$ cat config.mk
export PLATFORM = sky130hd
export DESIGN_NAME = uart_rx_ctrl
export DESIGN_NICKNAME = d
export VERILOG_FILES = /design/src/rtl/uart_rx_ctrl.sv
export SDC_FILE = /design/constraint.sdc
export NUM_CORES = 1
export LEC_CHECK = 0
export ABC_AREA = 1
export CAP_MARGIN = 20
export CORE_ASPECT_RATIO = 2
export CORE_MARGIN = 8
export CORE_UTILIZATION = 50
export CTS_CLUSTER_DIAMETER = 50
export DETAILED_ROUTE_END_ITERATION = 8
export GPL_TIMING_DRIVEN = 0
export PLACE_DENSITY = 0.8
export SLEW_MARGIN = 20
export SYNTH_ARGS = -nofsm -noshare
export SYNTH_HDL_FRONTEND = slang
export SYNTH_SLANG_ARGS = --single-unit
export TNS_END_PERCENT = 1
$ cat constraint.sdc
create_clock -name clk -period 2.9 [get_ports clk]
set_input_delay 0.29 -clock clk [delete_from_list [all_inputs] [get_ports clk]]
set_output_delay 0.29 -clock clk [all_outputs]
set_load 0.03 [all_outputs]
$ cat src/rtl/uart_rx_ctrl.sv
// UART receive sequencing controller: qualifies the start edge, launches one
// datapath capture per character and holds the result on a valid/ready port.
module uart_rx_ctrl #(
  parameter bit CLR_ON_READ = 1'b0
) (
  input  logic        clk,
  input  logic        reset,
  input  logic        enable,
  input  logic [11:0] baud_divisor,
  input  logic        start_detected,
  input  logic        rx_done,
  input  logic        parity_error,
  input  logic        stop_bit_error,
  input  logic [7:0]  dp_data,
  output logic        rx_start,
  output logic        rx_sel,
  output logic [7:0]  rx_data,
  output logic        rx_valid,
  input  logic        rx_ready,
  output logic        rx_parity_err,
  output logic        rx_frame_err,
  output logic        overrun,
  input  logic        clr_overrun,
  output logic        busy
);

  // Handshake: a byte moves on every rising clk where rx_valid && rx_ready;
  // rx_data/rx_parity_err/rx_frame_err hold steady while rx_valid waits.

  typedef enum logic [2:0] {
    IDLE      = 3'd0,
    START_CHK = 3'd1,
    LAUNCH    = 3'd2,
    RECEIVE   = 3'd3,
    CHECK     = 3'd4,
    WAIT_IDLE = 3'd5
  } state_t;

  state_t      state;
  state_t      state_next;
  logic [10:0] cnt;
  logic [10:0] cnt_next;
  logic [10:0] half;

  logic [7:0]  cap_data;
  logic        cap_perr;
  logic        cap_ferr;
  logic        capture;
  logic        accept;
  logic        load;
  logic        drop;

  assign rx_sel = enable;

  // Half a bit period, never zero so START_CHK always lasts at least a cycle.
  assign half = (baud_divisor[11:1] == 11'd0) ? 11'd1 : baud_divisor[11:1];

  assign accept  = rx_valid & rx_ready;
  assign capture = enable & (state == RECEIVE) & rx_done;
  assign load    = enable & (state == CHECK) & (~rx_valid | rx_ready);
  assign drop    = enable & (state == CHECK) & rx_valid & ~rx_ready;

  always_comb begin
    state_next = state;
    cnt_next   = cnt;
    case (state)
      IDLE: begin
        if (start_detected) begin
          cnt_next   = half;
          state_next = START_CHK;
        end
      end
      START_CHK: begin
        if (!start_detected) begin
          state_next = IDLE;
        end else begin
          cnt_next = cnt - 11'd1;
          if (cnt == 11'd1) begin
            state_next = LAUNCH;
          end
        end
      end
      LAUNCH: begin
        state_next = RECEIVE;
      end
      RECEIVE: begin
        if (rx_done) begin
          state_next = CHECK;
        end
      end
      CHECK: begin
        state_next = start_detected ? WAIT_IDLE : IDLE;
      end
      WAIT_IDLE: begin
        if (!start_detected) begin
          state_next = IDLE;
        end
      end
      default: begin
        state_next = IDLE;
      end
    endcase
    if (!enable) begin
      state_next = IDLE;
      cnt_next   = 11'd0;
    end
  end

  always_ff @(posedge clk) begin
    if (reset) begin
      state    <= IDLE;
      cnt      <= 11'd0;
      rx_start <= 1'b0;
      busy     <= 1'b0;
    end else begin
      state    <= state_next;
      cnt      <= cnt_next;
      rx_start <= (state_next == LAUNCH);
      busy     <= (state_next != IDLE);
    end
  end

  // Datapath status is only guaranteed while rx_done is high, so snapshot it
  // there and let CHECK decide whether it reaches the holding register.
  always_ff @(posedge clk) begin
    if (reset) begin
      cap_data <= 8'd0;
      cap_perr <= 1'b0;
      cap_ferr <= 1'b0;
    end else if (capture) begin
      cap_data <= dp_data;
      cap_perr <= parity_error;
      cap_ferr <= stop_bit_error;
    end
  end

  always_ff @(posedge clk) begin
    if (reset) begin
      rx_data       <= 8'd0;
      rx_parity_err <= 1'b0;
      rx_frame_err  <= 1'b0;
      rx_valid      <= 1'b0;
    end else if (load) begin
      rx_data       <= cap_data;
      rx_parity_err <= cap_perr;
      rx_frame_err  <= cap_ferr;
      rx_valid      <= 1'b1;
    end else if (accept) begin
      rx_valid      <= 1'b0;
    end
  end

  // A drop in the same cycle as a clear leaves the flag set.
  always_ff @(posedge clk) begin
    if (reset) begin
      overrun <= 1'b0;
    end else if (drop) begin
      overrun <= 1'b1;
    end else if (clr_overrun || (CLR_ON_READ && accept)) begin
      overrun <= 1'b0;
    end
  end

endmodule

=== Word-level counts from Yosys, hierarchy flattened ===
Cells that the tools add are included.

* Add/subtract/negate cells: 1
* Multipliers: 0
* Divide/modulo/power cells: 0
* Magnitude comparators: 0
* Equal/unequal tests: 9
* Shift-type cells: 0
* Muxes and demuxes: 16
* Bitwise gates (word level): 11
* Reduce and logical (&&, ||, !) cells: 8

{| class="wikitable"
|+ Operators by type and width
! kind !! count
|-
| 11-bit 2-to-1 mux || 3
|-
| 11-bit one-hot mux with 2 select lines || 1
|-
| 3-bit 2-to-1 mux || 7
|-
| 3-bit one-hot mux with 6 select lines || 1
|-
| 11-bit by 1-bit == test with 1-bit output, second input constant || 1
|-
| 11-bit zero test || 1
|-
| 11-bit by 1-bit subtractor with 11-bit output, second input constant || 1
|-
| 3-bit by 2-bit == test with 1-bit output, second input constant || 3
|-
| 1-bit bitwise AND || 7
|-
| 3-bit == test, second input constant || 2
|-
| 2-bit nonzero test || 3
|-
| 1-bit 2-to-1 mux || 4
|-
| 2-bit inequality test, second input constant || 2
|-
| 3-bit by 1-bit == test with 1-bit output, second input constant || 1
|-
| 3-bit zero test || 1
|-
| 1-bit NOT || 3
|-
| 3-bit AND reduction || 1
|-
| 3-bit nonzero test || 1
|-
| 2-bit OR reduction || 1
|-
| 1-bit bitwise OR || 1
|}

* Flip-flop bits (word level): 38
* Latch bits: 0
* Memory bits (writable): 0
* ROM bits: 0
* Input bits: 29
* Output and inout bits: 15
* Logic and storage cells: 57
* Memories: 0

=== Logic depth before layout (Yosys ltp) ===
* Depth after elaboration: 6
* Depth in mapped cells: 10
* Mapped depth without buffers: 10

=== Least setup slack after synthesis ===
Ideal clock, no wire load.

* Path type: register to register
* Start point: register state[2]
* End point: register rx_data[0]
* Setup time: 0.134 ns
* Arrival: 1.145 ns
* Data required time: 2.766 ns
* Slack: 1.621 ns
* Cell stages (with the launch flop): 7
* Path buffers: 1
* Period minus slack after synthesis: 1.279 ns
* Path through: dfxtp_1 > inv_2 > nor4_4 > nand2_1 > buf_2 > nand2_1 > a21oi_1

* Word-level cells in the longest chain between the ends: 3

{| class="wikitable"
|+ RTL lines
! item !! RTL line !! text
|-
| from (decl) || 39 || <nowiki>state_t state;</nowiki>
|-
| from (signal assigned) || 116 || <nowiki>state <= state_next;</nowiki>
|-
| 3-bit == test || 60 || <nowiki>assign load = enable & (state == CHECK) & (~rx_valid | rx_ready);</nowiki>
|-
| 1-bit bitwise AND (2 in series) || 60 ||
|-
| to (signal assigned) || 144 || <nowiki>rx_data <= cap_data;</nowiki>
|-
| to (decl) || 17 || <nowiki>output logic [7:0] rx_data,</nowiki>
|}

Every way passes these cells.
A chain may end at the register's enable or synchronous reset.

=== Worst setup path in the final report ===
* Start point: input enable
* End point: output rx_sel

{| class="wikitable"
|+ RTL lines
! item !! RTL line !! text
|-
| from (decl) || 8 || <nowiki>input logic enable,</nowiki>
|-
| to (decl) || 16 || <nowiki>output logic rx_sel,</nowiki>
|}

No word-level cell between the ends.

==> summary.md <==
| Metric | Value |
|---|---|
| Outcome | finished clean |
| Hold_buf cts | 0 |
| CP endpoint kind | primary output |
| Post-DP HPWL | just under 4000 um |
| Slew Viols, Final | 0 |
| Placed Area | 2370 um^2 |
| Tightest Pin Transition | 0.512 ns |
| Post-synthesis sequential area ratio | 0.402 |
| CTS tree | done |
| Met1 WL | about 1700 um |
| Share of layout cells above drive strength 1 | 0.0884 |
| Clk sinks | 38 |
| FF-to-FF Start | state[0]$_SDFF_PP0_ |
| Post-synth top cells | nand2_1 (55), nor2_1 (44), dfxtp_1 (38) |
| Via-per-instance ratio | approximately 5.2 |
| Fmax | just over 500 MHz |
| Post-CTS setup buffers | 0 |
| Lkg Pwr | between 0.9 and 1 nW |
| Min Tclk post-route | just under 2 ns |
| Seq pwr share | 0.470 |
| Peak supply drop | between 400 and 500 uV |
| Remaining antenna violation count | 0 |
| Yosys reg bits | 38 |
| CORE AREA | approximately 3600 um^2 |
| Ranking of synthesized cells by area | dfxtp_1 (40%), nand2_1 (11%), nor2_1 (8.7%) |
| Area fraction of the dominant cell type after synthesis | 0.402 |
| Largest net degree at the start of global routing | 14 |
| Combinational share of power | 0.131 |
| Netlist cell types | 26 |
| Post-synth EDFFs | 0 |
| WL per Instance | about 13 um |
| Drt pass-1 iters | 4 |
| CP required | 2.61 ns |
| Clock root buffer | clkbuf_8 |
| Final worst slack | between 0.9 and 1 ns |
| Setup TNS | 0 ns |
| MaxCap Viol Count | 0 |
| Routability cong. | roughly 0.90 |
| Initial core utilization | 0.524 |
| Die height | between 100 and 150 um |
| Power density over the cells | between 400 and 500 nW/um^2 |
| Crit start category | primary input |
| Top Layer Used | met4 |
| Max Clock Skew | between 0.005 and 0.006 ns |
| Switching portion of total power | 0.251 |
| Syn nets | 309 |
| Relative slew slack | 0.658 |
| Fin util | 0.689 |
| YS warnings | 0 |
| Longest Clk Path Bufs | 2 |
| Post-CTS Resized | 0 |
| GRT Util Overall | 0.179 |
| Crit-path most repeated cell | clkdlybuf4s50_1 |
| Max incr delay on CP | ~0.66 ns |
| Final #Nets | approximately 360 |
| CP Max Fanout | 6 |
| Initial antenna violation count | 0 |
| H-tree levels | 2 |
| Die area | ~6000 um^2 |
| Tcrit/Tclk final | 0.682 |
| Rows | 31 |
| Area Overhead vs Synth | 31.5% |
| Cell taking the most area after synthesis | dfxtp_1 |
| # setup viols final | 0 |
| RSZ-0062 raised after global routing | false |
| Arrival time of the worst setup path | roughly 1.7 ns |
| Slowest-stage cell, CP | clkdlybuf4s50_1 |
| WL met2 | between 2000 and 3000 um |
| CP cell instances | clkdlybuf4s50_1 > buf_4 > clkdlybuf4s50_1 |
| Worst hold path type | reg2reg |
| Critical Path Start | enable |
| Synthesized cell area | ~1900 um^2 |
| Hold path start | rx_data[2]$_SDFFE_PP0P_ |
| Synthesized area per cell | about 6.8 um^2 |
| Worst-path clk slew | around 0.07 ns |
| Ports | 44 |
| Routed WL | 4970 um |
| Overflow after GRT | 0 |
| Cell internal pwr | approximately 0.00085 W |
| Diodes inserted | 0 |
| Die Wd | approximately 60 um |
| Pre-CTS setup slack | between 0.9 and 1 ns |
| Clock share of power | 0.399 |
| DR vias | 1,949 |
| Num CTS Buffers | 5 |
| # DRC | 0 |
| I/O Buffers | 42 |
| Vias in the first global route | around 2,000 |
| Async SR Flop Fraction | 0 |
| Routed wl met3 | around 240 um |
| Number of DRC markers in iteration 0 | 44 |
| # fillers | 325 |
| First-pass GRT wire length | roughly 8400 um |
| Critical path class | in2out |
| Final Hold Fails | 0 |
| Main synth FF type | dfxtp_1 |
| Count leader, synth | nand2_1 |
| Worst skew pair latency | 0.29 ns |
| Gate Count Post-Synth | between 200 and 300 |
| Switching power total | around 0.00029 W |
| Finished Cell Area | between 2000 and 2500 um^2 |
==> critical path: cells and delay by family <==
family,cells,cell delay (ns)
buf+inv,3,1.40
==> cells by family after synthesis <==
logic type                 after synthesis  share of synthesized area
adders and majority gates                2                     0.0132
buffers and inverters                   44                      0.103
DFF                                     38                      0.402
and+or+nand+nor                        139                      0.330
AOI/OAI and AO/OA                       54                      0.148
xor gates and xnor gates                 1                    0.00463
==> final cells by class <==
class / count / area [um^2] / share of cell area
Multi-Input combinational cell: 196 / 936 / 0.376
Sequential cell: 38 / 761 / 0.306
Timing Repair Buffer: 42 / 420 / 0.169
Inverter: 34 / 128 / 0.0513
Clock buffer: 5 / 68.8 / 0.0277
Buffer: 10 / 66.3 / 0.0267
Tap cell: 49 / 61.3 / 0.0247
Clock inverter: 3 / 45.0 / 0.0181
==> cells in the final DEF (no fill, tap or decap) <==
cell type | synthesis | final
a21oi_1 | 28 | 28
a21oi_2 | 2 | 2
a31oi_1 | 1 | 1
and2_1 | 1 | 1
buf_2 | 2 | 2
buf_4 | 1 | 1
buf_6 | 3 | 3
bufinv_16 | 0 | 1
clkbuf_1 | 4 | 4
clkbuf_8 | 0 | 5
clkdlybuf4s50_1 | 0 | 42
clkinv_1 | 1 | 1
clkinvlp_4 | 0 | 2
dfxtp_1 | 38 | 38
ha_1 | 2 | 2
inv_1 | 26 | 26
inv_2 | 7 | 7
nand2_1 | 55 | 55
nand2_4 | 1 | 1
nand3_1 | 30 | 30
nand3_2 | 2 | 2
nand4_1 | 1 | 1
nor2_1 | 44 | 44
nor2_2 | 1 | 1
nor2_8 | 1 | 1
nor3_1 | 2 | 2
nor4_4 | 1 | 1
o21ai_0 | 19 | 19
o21ai_1 | 4 | 4
xor2_1 | 1 | 1
==> routing by layer <==
layer	vias up	GRT usage
li1	993	-
met1	875	0.141
met2	61	0.343
met3	20	0.0488
met4	0	0.143
met5	-	0
==> registers in the layout, summed over array words and instances (netlist names) <==
name / flops
state: 3
cap_data: 8
cap_perr: 1
rx_frame_err: 1
busy: 1
rx_valid: 1
cnt: 11
rx_parity_err: 1
cap_ferr: 1
rx_start: 1
overrun: 1
rx_data: 8
==> metrics by stage <==
stage          hold WS, ns  total power [W]  cells
2_1_floorplan        0.359         0.000630    278
3_3_place_gp         0.446         0.000693    369
3_5_place_dp         0.451         0.000695    369
4_1_cts              0.464          0.00115    377
5_1_grt              0.493          0.00119    377
6_report             0.464          0.00114    377
==> final timing paths <==
path,to,slack [ns],depth (start not counted)
max reg2reg,cnt[8]$_SDFFE_PP0P_,1.40,10
max,rx_sel,0.92,3
min,rx_data[2]$_SDFFE_PP0P_,0.46,2
min reg2reg,rx_data[2]$_SDFFE_PP0P_,0.46,2
==> power groups by stage <==
stage	clock [W]	combinational [W]	sequential (W)
after floorplan	0	0.0000833	0.000547
after global placement	0	0.000146	0.000547
after detailed placement	0	0.000148	0.000547
after CTS	0.000462	0.000148	0.000535
after global routing	0.000483	0.000168	0.000536
final	0.000455	0.000149	0.000535
Note: power is estimated with default switching activity, not from simulation.
